--- src/rtl/cache_controller.sv ---
// Write-through controller between the MEM stage, a 2-way 2-word-line data cache and a 64-bit SRAM.
// Read hits are served combinationally; misses fill a whole line; writes always go to SRAM.
module cache_controller #(
   parameter int ADDR_WIDTH       = 32,
   parameter int CACHE_ADDR_WIDTH = 19
) (
   input  logic                        clk,
   input  logic                        rst,
   input  logic [ADDR_WIDTH-1:0]       address,
   input  logic [31:0]                 wdata,
   input  logic                        MEM_R_EN,
   input  logic                        MEM_W_EN,
   output logic [31:0]                 rdata,
   output logic                        ready,
   output logic [CACHE_ADDR_WIDTH-1:0] cache_address,
   output logic [31:0]                 cache_in_data1,
   output logic [31:0]                 cache_in_data2,
   output logic                        cache_en_write,
   output logic                        cache_update_data,
   input  logic                        cache_hit,
   input  logic [31:0]                 cache_out_data,
   output logic [ADDR_WIDTH-1:0]       sram_address,
   output logic [31:0]                 sram_wdata,
   output logic                        sram_r_en,
   output logic                        sram_w_en,
   input  logic [63:0]                 sram_rdata,
   input  logic                        sram_ready
);

   typedef enum logic [2:0] {
      IDLE   = 3'd0,
      R_MISS = 3'd1,
      R_FILL = 3'd2,
      W_SIB  = 3'd3,
      W_SRAM = 3'd4,
      W_UPD  = 3'd5,
      W_DONE = 3'd6
   } state_t;

   state_t      r_state;
   logic [63:0] r_line;
   logic [31:0] r_sib;
   logic        r_hit;
   logic        r_sram_r_en;
   logic        r_sram_w_en;
   logic        r_cache_we;
   logic        r_cache_upd;

   // A simultaneous load and store is handled as a store.
   logic w_wr;
   logic w_rd;
   assign w_wr = MEM_W_EN;
   assign w_rd = MEM_R_EN & ~MEM_W_EN;

   // Strobes and SRAM enables are registered so the cache sees a clean single edge.
   always_ff @(posedge clk or posedge rst) begin
      if (rst) begin
         r_state     <= IDLE;
         r_line      <= '0;
         r_sib       <= '0;
         r_hit       <= 1'b0;
         r_sram_r_en <= 1'b0;
         r_sram_w_en <= 1'b0;
         r_cache_we  <= 1'b0;
         r_cache_upd <= 1'b0;
      end else begin
         r_cache_we  <= 1'b0;
         r_cache_upd <= 1'b0;
         case (r_state)
            IDLE: begin
               if (w_wr) begin
                  r_hit   <= cache_hit;
                  r_state <= W_SIB;
               end else if (w_rd && !cache_hit) begin
                  r_sram_r_en <= 1'b1;
                  r_state     <= R_MISS;
               end
            end
            R_MISS: begin
               if (sram_ready) begin
                  r_line      <= sram_rdata;
                  r_sram_r_en <= 1'b0;
                  r_cache_we  <= 1'b1;
                  r_state     <= R_FILL;
               end
            end
            R_FILL: r_state <= IDLE;
            W_SIB: begin
               r_sib       <= cache_out_data;
               r_sram_w_en <= 1'b1;
               r_state     <= W_SRAM;
            end
            W_SRAM: begin
               if (sram_ready) begin
                  r_sram_w_en <= 1'b0;
                  if (r_hit) begin
                     r_cache_we  <= 1'b1;
                     r_cache_upd <= 1'b1;
                     r_state     <= W_UPD;
                  end else begin
                     r_state <= W_DONE;
                  end
               end
            end
            W_UPD:   r_state <= IDLE;
            W_DONE:  r_state <= IDLE;
            default: r_state <= IDLE;
         endcase
      end
   end

   assign cache_en_write    = r_cache_we;
   assign cache_update_data = r_cache_upd;
   assign sram_r_en         = r_sram_r_en;
   assign sram_w_en         = r_sram_w_en;

   always_comb begin
      rdata          = '0;
      ready          = 1'b0;
      cache_address  = address[CACHE_ADDR_WIDTH-1:0];
      cache_in_data1 = '0;
      cache_in_data2 = '0;
      sram_address   = '0;
      sram_wdata     = '0;
      case (r_state)
         IDLE: begin
            ready = ~(w_wr | (w_rd & ~cache_hit));
            if (w_rd && cache_hit) rdata = cache_out_data;
         end
         R_MISS: sram_address = {address[ADDR_WIDTH-1:3], 3'b000};
         R_FILL: begin
            cache_in_data1 = r_line[31:0];
            cache_in_data2 = r_line[63:32];
            rdata          = address[2] ? r_line[63:32] : r_line[31:0];
            ready          = 1'b1;
         end
         // Read the other word of the line so a hit update can rewrite both words.
         W_SIB: cache_address = address[CACHE_ADDR_WIDTH-1:0] ^ CACHE_ADDR_WIDTH'(4);
         W_SRAM: begin
            sram_address = address;
            sram_wdata   = wdata;
         end
         W_UPD: begin
            cache_in_data1 = address[2] ? r_sib : wdata;
            cache_in_data2 = address[2] ? wdata : r_sib;
            ready          = 1'b1;
         end
         W_DONE:  ready = 1'b1;
         default: ready = 1'b0;
      endcase
   end

endmodule

--- config.mk ---
export PLATFORM = sky130hd
export DESIGN_NAME = cache_controller
export DESIGN_NICKNAME = d
export VERILOG_FILES = /design/src/rtl/cache_controller.sv
export SDC_FILE = /design/constraint.sdc
export NUM_CORES = 1
export LEC_CHECK = 0
export CORE_MARGIN = 3
export CORE_UTILIZATION = 36
export DETAILED_ROUTE_END_ITERATION = 8
export HOLD_SLACK_MARGIN = 0.08
export PLACE_DENSITY = 0.74
export SLEW_MARGIN = 25
export SYNTH_ARGS = -nofsm -noshare
export SYNTH_HDL_FRONTEND = slang
export SYNTH_SLANG_ARGS = --single-unit
--- constraint.sdc ---
create_clock -name clk -period 3.7 [get_ports clk]
set_clock_uncertainty 0.1 [all_clocks]
set_input_delay 0.925 -clock clk [delete_from_list [all_inputs] [get_ports clk]]
set_output_delay 0.925 -clock clk [all_outputs]
set_load 0.02 [all_outputs]
## Yosys cells after proc, flatten, opt, wreduce, memory -nomap -nowiden

Cells that the tools add are included.

- Multiplexer cells: 27
- Eq/ne operators: 11
- Reductions and logical operators: 12
- Bitwise gates (word level): 7

Operators with widths:

| operator | count |
|---|---|
| $pmux W32 S2 | 4 |
| $mux W32 | 5 |
| $mux W3 | 5 |
| $pmux W3 S4 | 1 |
| $eq A3 B3 Y1 const B | 3 |
| $ne A2 B2 Y1 const B | 4 |
| $pmux W1 S2 | 4 |
| $mux W1 | 7 |
| $eq A3 B2 Y1 const B | 2 |
| $reduce_and A2 Y1 | 3 |
| $not A1 Y1 | 4 |
| $reduce_and A4 Y1 | 1 |
| $reduce_bool A2 Y1 | 2 |
| $eq A3 B1 Y1 const B | 1 |
| $logic_not A3 Y1 | 1 |
| $ne A3 B3 Y1 const B | 1 |
| $reduce_and A3 Y1 | 1 |
| $reduce_or A3 Y1 | 1 |
| $and A1 B1 Y1 | 2 |
| $logic_and A1 B1 Y1 | 2 |
| $mux W2 | 1 |
| $logic_not A1 Y1 | 1 |
| $or A1 B1 Y1 | 1 |

- Word-level logic and storage cells: 65
- Input bits: 166
- Flip-flop bits (word level): 104
- Output and inout bits: 184

## Logic depth before layout (Yosys ltp)

- Depth after elaboration: 6
- Depth in mapped cells: 6
- Mapped depth without buffers: 3

## Worst setup path before layout

Ideal clock, no wire load.

- Path kind: input -> output
- Start point: in address[2]
- End point: out rdata[0]
- Setup slack: 0.690 ns
- Stages: 5
- Buffers on the path: 3
- Required time: 2.675 ns
- Arrival: 1.985 ns
- Cells stage by stage: buf_2 -> buf_4 -> buf_2 -> mux2i_1 -> o2bb2ai_1

- Cells in the longest elaborated chain, start to end: 2

RTL lines:

| item | RTL line | text |
|---|---|---|
| start: declaration | 9 | `input logic [ADDR_WIDTH-1:0] address,` |
| $mux W32 | 134 | `rdata = address[2] ? r_line[63:32] : r_line[31:0];` |
| $pmux W32 S2 | 125 | `case (r_state)` |
| end: declaration | 13 | `output logic [31:0] rdata,` |

Every way passes these cells.

## Final worst setup path

- Start point: in MEM_W_EN
- End point: out rdata[13]

- Cells in the longest elaborated chain, start to end: 5

RTL lines:

| item | RTL line | text |
|---|---|---|
| start: declaration | 12 | `input logic MEM_W_EN,` |
| $not A1 Y1 | 53 | `assign w_rd = MEM_R_EN & ~MEM_W_EN;` |
| $and A1 B1 Y1 | 53 |  |
| $logic_and A1 B1 Y1 | 128 | `if (w_rd && cache_hit) rdata = cache_out_data;` |
| $mux W32 | 128 |  |
| $pmux W32 S2 | 125 |  |

Every way passes these cells.

==> reports/summary.md <==
The pre-antenna-repair detailed-routing pass consisted of 5 iterations. CTS built an H-tree with a depth of 3. For the worst-case headroom to the max-slew limit, the log shows 0.626.

The time the final worst path needs with I/O delays and setup was 3.57 ns. The run finished with clean final reports. The cell count after synthesis was 625. In this run the remaining antenna-violating nets after routing total 0. Once routing completed, OpenROAD measured the worst setup slack at 0.131 ns. The run gives 0.0464 as the global-route met3 utilization. The number of cells on the worst reg-to-reg path is 5.

The global routing stage identified its most utilized layer as met2. The run gives 0 as the initial antenna violation count. Worst setup slack after placement: -0.131 ns.

Standard-cell row count: 49. The met2 routing resource usage after global routing came out at 0.366. The run gives 230 as the number of DRC violations after detailed-routing iteration 0. The library cell used most frequently in the layout, excluding fill and tap cells, is clkdlybuf4s50_1.

The post-CTS repair timing setup buffer count is 0, and the mean instance size in the synthesized netlist is 10.7 µm². The data arrival time of the worst path is 2.54 ns. Counting flops and latches in the post-synthesis netlist gives 104. The number of pins exceeding their max-slew limit in the final report was 0; the total number of vias was 5955. Max-cap violations in this run came to 0. The run gives 0.368 as the starting density of the core. The logs give 0 for the number of design rule violations left after detail routing and 0.842 for the global placement routability congestion. Sorting the synthesized cells by area gives the leading types as dfrtp_1 39%, mux2i_1 14%, mux2_2 13%. TritonCTS built the clock tree. The fraction of synthesized cell area taken by the top area cell type was 0.391; the cell count of the worst hold path was 1. The startpoint type of the worst setup path was an input port.

The number of synthesis warnings is 0, and the total routed wirelength is 22900 µm. The highest clock frequency the design can meet is 280 MHz, and the chip height is 142 µm. The run gives 0 as the number of failing hold endpoints at the final stage.

The first global-routing pass estimated 34700 µm of wire. In this run the standard cell core region covers 18100 µm². The sequential cell fraction of total power is 0.305.

The tools report the CTS root buffer as clkbuf_16. In this run the deepest clock path goes through 2 buffers. Cell leakage power: 4.48 nW. Setup violations remaining at the end of the flow were counted as 0.

The synthesized net count is 791. The signed area change from the synthesized netlist to the final layout is 59.7%, and the fill cell total of the finished layout is 1593. After synthesis, the netlist uses 34 different library cells. For this run, the slowest stage of the critical path takes 0.47 ns. Data on the critical path is required at its endpoint by 2.67 ns. The width of the die was 142 µm. The wire-length estimate of the detail-placed layout is 17300 µm. Setup repair after global routing left no endpoint under its margin.

After detailed routing, the number of vias per cell comes to 5.06. The type of the worst setup path was input port to primary output. For the pin with the worst max-slew slack, the measured transition is 0.561 ns. The latest clock arrival within the worst-skew pair was 0.34 ns; the mean routed wirelength per cell was 19.4 µm. The library cells used most frequently in the layout, excluding fill and tap cells, are 315 x clkdlybuf4s50_1, 103 x dfrtp_1, 96 x mux2i_1, 75 x mux2_2, 66 x nand2_1. Summed over all layers, the global routing overflow is 0.

The reported net switching power came out at 2.79 mW. IR analysis of the VDD net gives a maximum drop of 0.000386 V. Kind of path behind the tightest hold check: register to register. The switching share of power is 0.389. The number of nets in the finished design is 1111. The clock drives 104 sinks. In the final layout, the multi-input gates occupy 3580 µm². The via count of the first global-routing pass was 6118. Among all stages on the critical path, the largest delay is contributed by clkdlybuf4s50_1. The fraction of the cycle the final worst path needs is 0.965, and the total negative slack is 0 ns. The cell-internal power is 4.38 mW, and the area enclosed by the die boundary is 20200 µm².

Traced cell by cell, the critical path runs through clkdlybuf4s50_1 > nor4_4 > and3_2 > buf_12 > o2bb2ai_1 > dlygate4sd2_1. Entering global routing, the biggest net connects 53 pins. Antenna cell count: 0. The run gives 0.154 as the clock network power share. Of all nets on the critical path, the largest fanout is 19.

The run gives 0.219 as the combined global-route utilization of all metal layers. Power spread over the standard cell area amounts to 674 nW/µm². The share of cells above drive strength 1 is 0.144, and the count of input and output buffers is 349. Combinational fraction of design power: 0.541.

The number of clock buffers added by TritonCTS is 9. The logs give 0.289 for the met1 track demand over resource in global routing and 2600 µm² for the sequential cell area. Clock-pin slew was measured on the worst setup and hold paths at 0.07 ns. The tools report the sort of element at the end of the critical path as a primary output. The proportion of synthesized chip area in sequential cells was 0.391; the number of placed I/O pins was 350. The mapped netlist covers 6660 µm².

The most area-hungry cell type in the Yosys netlist was dfrtp_1.
kinds of logic after synthesis:
family | count (synthesis) | share of synthesized area
simple gates | 153 | 0.125
compound gates | 101 | 0.0996
mux | 193 | 0.308
xor+xnor | 2 | 0.00263
flops | 104 | 0.391
buf+inv | 72 | 0.0729
cell usage after synthesis:
cell type  instances
dfrtp_1          104
mux2i_1           96
mux2_2            75
nand2_1           66
and2_1            64
o21ai_0           64
o2bb2ai_1         28
buf_2             23
mux2_1            22
buf_4             20
buf_6             13
clkbuf_1          12
nand2b_1           4
o2bb2ai_2          4
nand3b_1           3
nor2b_1            3
a211oi_1           2
and3_1             2
clkbuf_2           2
nor2_1             2
nor3b_1            2
xnor2_1            2
a21bo_2            1
a21o_1             1
a21oi_1            1
buf_8              1
inv_1              1
nand2_2            1
nand3b_4           1
nor3_4             1
nor4_4             1
or2_2              1
or3_1              1
or3b_1             1
registers in the layout (all words and copies together) (netlist names):
| name | flops |
|---|---|
| r_hit | 1 |
| r_line | 64 |
| cache_en_write | 1 |
| sram_w_en | 1 |
| sram_r_en | 1 |
| r_state | 3 |
| cache_update_data | 1 |
| r_sib | 32 |
per-layer routing:
layer | vias to the layer above | share of wire
li1 | 2832 | -
met1 | 2875 | 0.43
met2 | 217 | 0.49
met3 | 31 | 0.063
met4 | 0 | 0.020
met5 | - | 0
path summary, 6_finish.rpt:
kind / startpoint / to / slack, ns
max: MEM_W_EN / rdata[13] / 0.13
max in group asynchronous: rst / r_state[2]$_DFFE_PP0P_ / 1.83
min: sram_w_en$_DFFE_PP0P_ / sram_w_en$_DFFE_PP0P_ / 0.40
max reg2reg: r_state[0]$_DFFE_PP0P_ / r_line[20]$_DFFE_PP0P_ / 1.54
min reg2reg: sram_w_en$_DFFE_PP0P_ / sram_w_en$_DFFE_PP0P_ / 0.40
min in group asynchronous: rst / r_sib[19]$_DFFE_PP0P_ / 0.85
metrics by stage:
step	utilization	area, µm²	hold WS [ns]	power [mW]	instances
floorplan	-	6660	0.380	4.42	625
global placement	0.571	10300	0.387	6.09	1163
detailed placement	0.571	10300	0.380	6.16	1163
CTS	0.588	10600	0.407	7.23	1178
global route	0.588	10600	0.426	7.59	1178
finish	0.588	10600	0.400	7.16	1178
what timing repair did:
action,in CTS,in global routing
pin swaps,0,0
hold buffers,0,0
endpoints found under the setup margin,32,2
resized for setup,32,2
final cells by class:
cell class | instances | share of cell area
Clock inverter | 5 | 0.00977
Multi-Input combinational cell | 449 | 0.337
Clock buffer | 10 | 0.0225
Tap cell | 229 | 0.0270
Timing Repair Buffer | 380 | 0.358
Sequential cell | 104 | 0.245
Inverter | 1 | 0.000706
power groups by stage:
| stage | registers [mW] | logic, mW | clock network (mW) |
|---|---|---|---|
| 2_1_floorplan | 2.05 | 2.37 | 0 |
| 3_3_place_gp | 2.16 | 3.93 | 0 |
| 3_5_place_dp | 2.18 | 3.97 | 0 |
| 4_1_cts | 2.17 | 3.92 | 1.13 |
| 5_1_grt | 2.26 | 4.16 | 1.17 |
| 6_report | 2.18 | 3.88 | 1.10 |
critical path: cells and delay by family:
kind / cells / cell delay [ns]
buffers and inverters: 3 / 1.01
and+or+nand+nor: 2 / 0.46
AOI/OAI and AO/OA: 1 / 0.13
Power figures use the tool's default switching activity.
==> variant 1, RTL diff (same settings) <==
The 7 states of `state_t` get a Gray code encoding in 3 bits.
--- a/src/rtl/cache_controller.sv
+++ b/src/rtl/cache_controller.sv
@@ -28,13 +28,13 @@
 );
 
    typedef enum logic [2:0] {
-      IDLE   = 3'd0,
-      R_MISS = 3'd1,
-      R_FILL = 3'd2,
-      W_SIB  = 3'd3,
-      W_SRAM = 3'd4,
-      W_UPD  = 3'd5,
-      W_DONE = 3'd6
+      IDLE   = 3'b000,
+      R_MISS = 3'b001,
+      R_FILL = 3'b011,
+      W_SIB  = 3'b010,
+      W_SRAM = 3'b110,
+      W_UPD  = 3'b111,
+      W_DONE = 3'b101
    } state_t;
 
    state_t      r_state;
Function: no difference found for any inputs over 4 cycles, from zero or initial values and one cycle with rst high; so few cycles prove little.
==> variant 1 against the unedited design <==
Sequential share of layout area grew 0.34 points. Die area shrank 1.4%. Wire length decreased by 2.5%. Sequential cell count is the same. Count of clock-buffer cells in the layout increased by 5. Synthesized cell count rose by 0.16%. Worst setup slack lost 0.010 ns. Non-clock buffer count is 4 lower. Cell area shrank 1.4%. Synthesized area shrank 1.5%. Total power shrank 6.1%. Critical path type unchanged. Critical endpoint is now rdata[7]. Largest power group unchanged.
==> variant 1: results (changes against the unedited design) <==
Wirelength per Cell -> 19.0 um (-2.1%)
Worst VDD drop -> 0.000338 V (-13%)
Post-DP HPWL -> 17100 um (-1.3%)
Fraction of registers with async set/reset -> 1.00 (unchanged)
Antenna cells -> 0 (unchanged)
Post-Syn Nets -> 792 (+0.13%)
GRT Total Usage -> 0.218 (-0.00161)
Max-Cap Viols -> 0 (unchanged)
Vias in the first global route -> 5977 (-2.3%)
Crit path max fanout -> 18 (-1)
Crit path arrival time -> 2.55 ns (about the same)
Detailed Route WL -> 22300 um (-2.5%)
First-pass GRT wire length -> 34400 um (-1.1%)
Worst-path clk slew -> 0.07 ns (about the same)
Gpl congestion -> 0.842 (about the same)
Warnings from Yosys -> 0 (unchanged)
Final #Nets -> 1109 (-0.18%)
H-tree lvl count -> 3 (unchanged)
Max stage delay on crit path -> 0.49 ns (+0.02 ns)
Vias -> 5914 (-0.69%)
Seq/Total Area, Yosys -> 0.397 (+0.00589)
Fraction of layout cells with a size suffix above 1 -> 0.143 (-0.000903)
Slew HR -> 0.635 (+0.00870)
Status -> completed
Inst Count DP -> 1157 (-0.52%)
Commonest cells in the netlist -> dfrtp_1, mux2i_1, mux2_2
Maximum buffer depth of the clock tree -> 2 (unchanged)
Skew-Pair Late Insertion Delay -> 0.34 ns (about the same)
Top cells by area, synth -> dfrtp_1, mux2i_1, mux2_2
Cell variety after synth -> 31 (-8.8%)
Pre-Repair DR Iteration Count -> 4 (-1)
Largest net degree at the start of global routing -> 67 (+26%)
P_leak -> 4.43 nW (-1.3%)
Syn Area/Cell -> 10.5 um^2 (-1.6%)
DRT iter0 DRCs -> 176 (-23%)
Post-placement cell area -> 0.0102 mm^2 (-1.1%)
Dpl ws -> -0.153 ns (-0.0222 ns)
[variant 1: where the power goes]
part / total, W / switching [W] / internal [W]
logic: 0.00354 / 0.00172 / 0.00182
clock network: 0.000966 / 0.000416 / 0.000550
registers: 0.00222 / 0.000501 / 0.00172
[variant 1: layout make-up]
class | count | area [um^2]
timing repair buffer | 376 | 3750
inverter | 5 | 22.5
multi-input combinational | 447 | 3510
clock buffer | 15 | 298
sequential | 104 | 2600
clock inverter | 1 | 7.51
tap | 225 | 282
fill | 1542 | 7060
[variant 1: path summary, 6_finish.rpt]
path / startpoint / endpoint / slack (ns) / cells after the start
setup / recovery: MEM_R_EN / rdata[7] / 0.12 / 6
hold / removal: sram_w_en / sram_w_en / 0.38 / 1
setup reg to reg: r_state[1] / r_sib[29] / 1.51 / 4
hold reg to reg: sram_w_en / sram_w_en / 0.38 / 1
max in group asynchronous: rst / r_line[60] / 1.86 / 3
min in group asynchronous: rst / r_line[43] / 0.85 / 2
[variant 1: per-layer routing]
layer  track usage  wire (um)  vias up
li1              -          -     2833
met1         0.284       9690     2858
met2         0.370      11000      203
met5             0          0        -
met4        0.0556        267        0
met3        0.0448       1350       20
[variant 1: kinds of logic (layout without fill, tap and decap cells)]
| group | after synthesis | in the layout | share of synthesized area |
|---|---|---|---|
| XOR/XNOR | 1 | 1 | 0.00134 |
| AO/OA/AOI/OAI | 105 | 105 | 0.100 |
| AND/OR/NAND/NOR | 148 | 148 | 0.118 |
| multiplexers | 193 | 193 | 0.313 |
| flip-flops | 104 | 104 | 0.397 |
| buffers and inverters | 75 | 397 | 0.0704 |
[variant 1: timing repair]
action | CTS | global route
setup buffers | 0 | 0
gates resized for setup | 32 | 0
setup endpoints to repair | 32 | 0
hold buffers | 0 | 0
==> variant 2, RTL diff (config.mk and constraints unchanged) <==
Made on the original files. Change the parameter `ADDR_WIDTH` from 32 to 28.
--- a/src/rtl/cache_controller.sv
+++ b/src/rtl/cache_controller.sv
@@ -1,7 +1,7 @@
 // Write-through controller between the MEM stage, a 2-way 2-word-line data cache and a 64-bit SRAM.
 // Read hits are served combinationally; misses fill a whole line; writes always go to SRAM.
 module cache_controller #(
-   parameter int ADDR_WIDTH       = 32,
+   parameter int ADDR_WIDTH       = 28,
    parameter int CACHE_ADDR_WIDTH = 19
 ) (
    input  logic                        clk,
Interface: changed (resized address and sram_address); port bits go from 350 to 342. The function was not compared with the original's and may differ.
==> variant 2 against the unedited design <==
Synthesized area is 0.86% lower. Final cell count shrank 1.4%. Cell area fell by 2.1%. Sequential cell count stayed put. Total power shrank 3.7%. Critical path depth is the same. Wire length is 3.4% lower. Worst setup slack better by 0.0021 ns. Fmax about the same.
==> variant 2: results (changes against the unedited design) <==
Crit path max fanout -> 32 (+13)
Detailed Route WL -> 22100 um (-3.4%)
Routing usage on met3 -> 0.0549 (+0.00857)
Port buffer count -> 341 (-2.3%)
Fraction of layout cells with a size suffix above 1 -> 0.143 (-0.00120)
Status -> completed
P_leak -> 4.40 nW (-2.0%)
First-pass GRT wire length -> 33900 um (-2.3%)
Dpl ws -> -0.140 ns (-0.00970 ns)
Met3 Wirelength -> 1710 um (+19%)
Routed wl met2 -> 10900 um (-2.0%)
Largest net degree at the start of global routing -> 58 (+9.4%)
Total combinational power -> 0.00372 W (-4%)
Post-Syn Nets -> 782 (-1.1%)
Vias in the first global route -> 5947 (-2.8%)
Synth Area in XOR/XNOR -> 0.00265 (+0.0000230)
Seq/Total Area, Yosys -> 0.394 (+0.00341)
Post-DP HPWL -> 16700 um (-3.5%)
DRT iter0 DRCs -> 164 (-29%)
Met1 wire length -> 8980 um (-9.0%)
Top cells by area, synth -> dfrtp_1, mux2i_1, mux2_2
M1 GR Usage -> 0.270 (-0.0191)
Worst VDD drop -> 0.000326 V (-16%)
Compound-gate portion of the synthesized area -> 0.0976 (-0.00198)
Critical Path End -> rdata[31]
Gpl congestion -> 0.839 (-0.32%)
Via/cell ratio -> 5.04 (-0.29%)
Share of power burned in the clock network -> 0.143 (-0.011)
[variant 2: area by class of cell]
type                            instances  area, um^2
Clock buffer                            9         225
Clock inverter                          7        80.1
Fill cell                            1548        7190
Multi-Input combinational cell        445        3530
Inverter                                1        7.51
Tap cell                              225         282
Sequential cell                       104        2600
Timing Repair Buffer                  370        3680
[variant 2: metrics by stage]
| stage | TNS (ns) | hold WS, ns | power, W | instance area (um^2) | instances |
|---|---|---|---|---|---|
| after floorplan | 0 | 0.380 | 0.00437 | 6600 | 620 |
| after CTS | 0 | 0.398 | 0.00697 | 10400 | 1161 |
| after detailed placement | -3.94 | 0.379 | 0.00603 | 10100 | 1145 |
| final | 0 | 0.395 | 0.00689 | 10400 | 1161 |
| after global placement | -2.07 | 0.371 | 0.00596 | 10100 | 1145 |
| after global routing | 0 | 0.417 | 0.00733 | 10400 | 1161 |
[variant 2: timing repair]
item                       CTS  global route
hold buffers                 0             0
buffers inserted             0             0
gates resized for setup     32             1
setup endpoints to repair   32             1
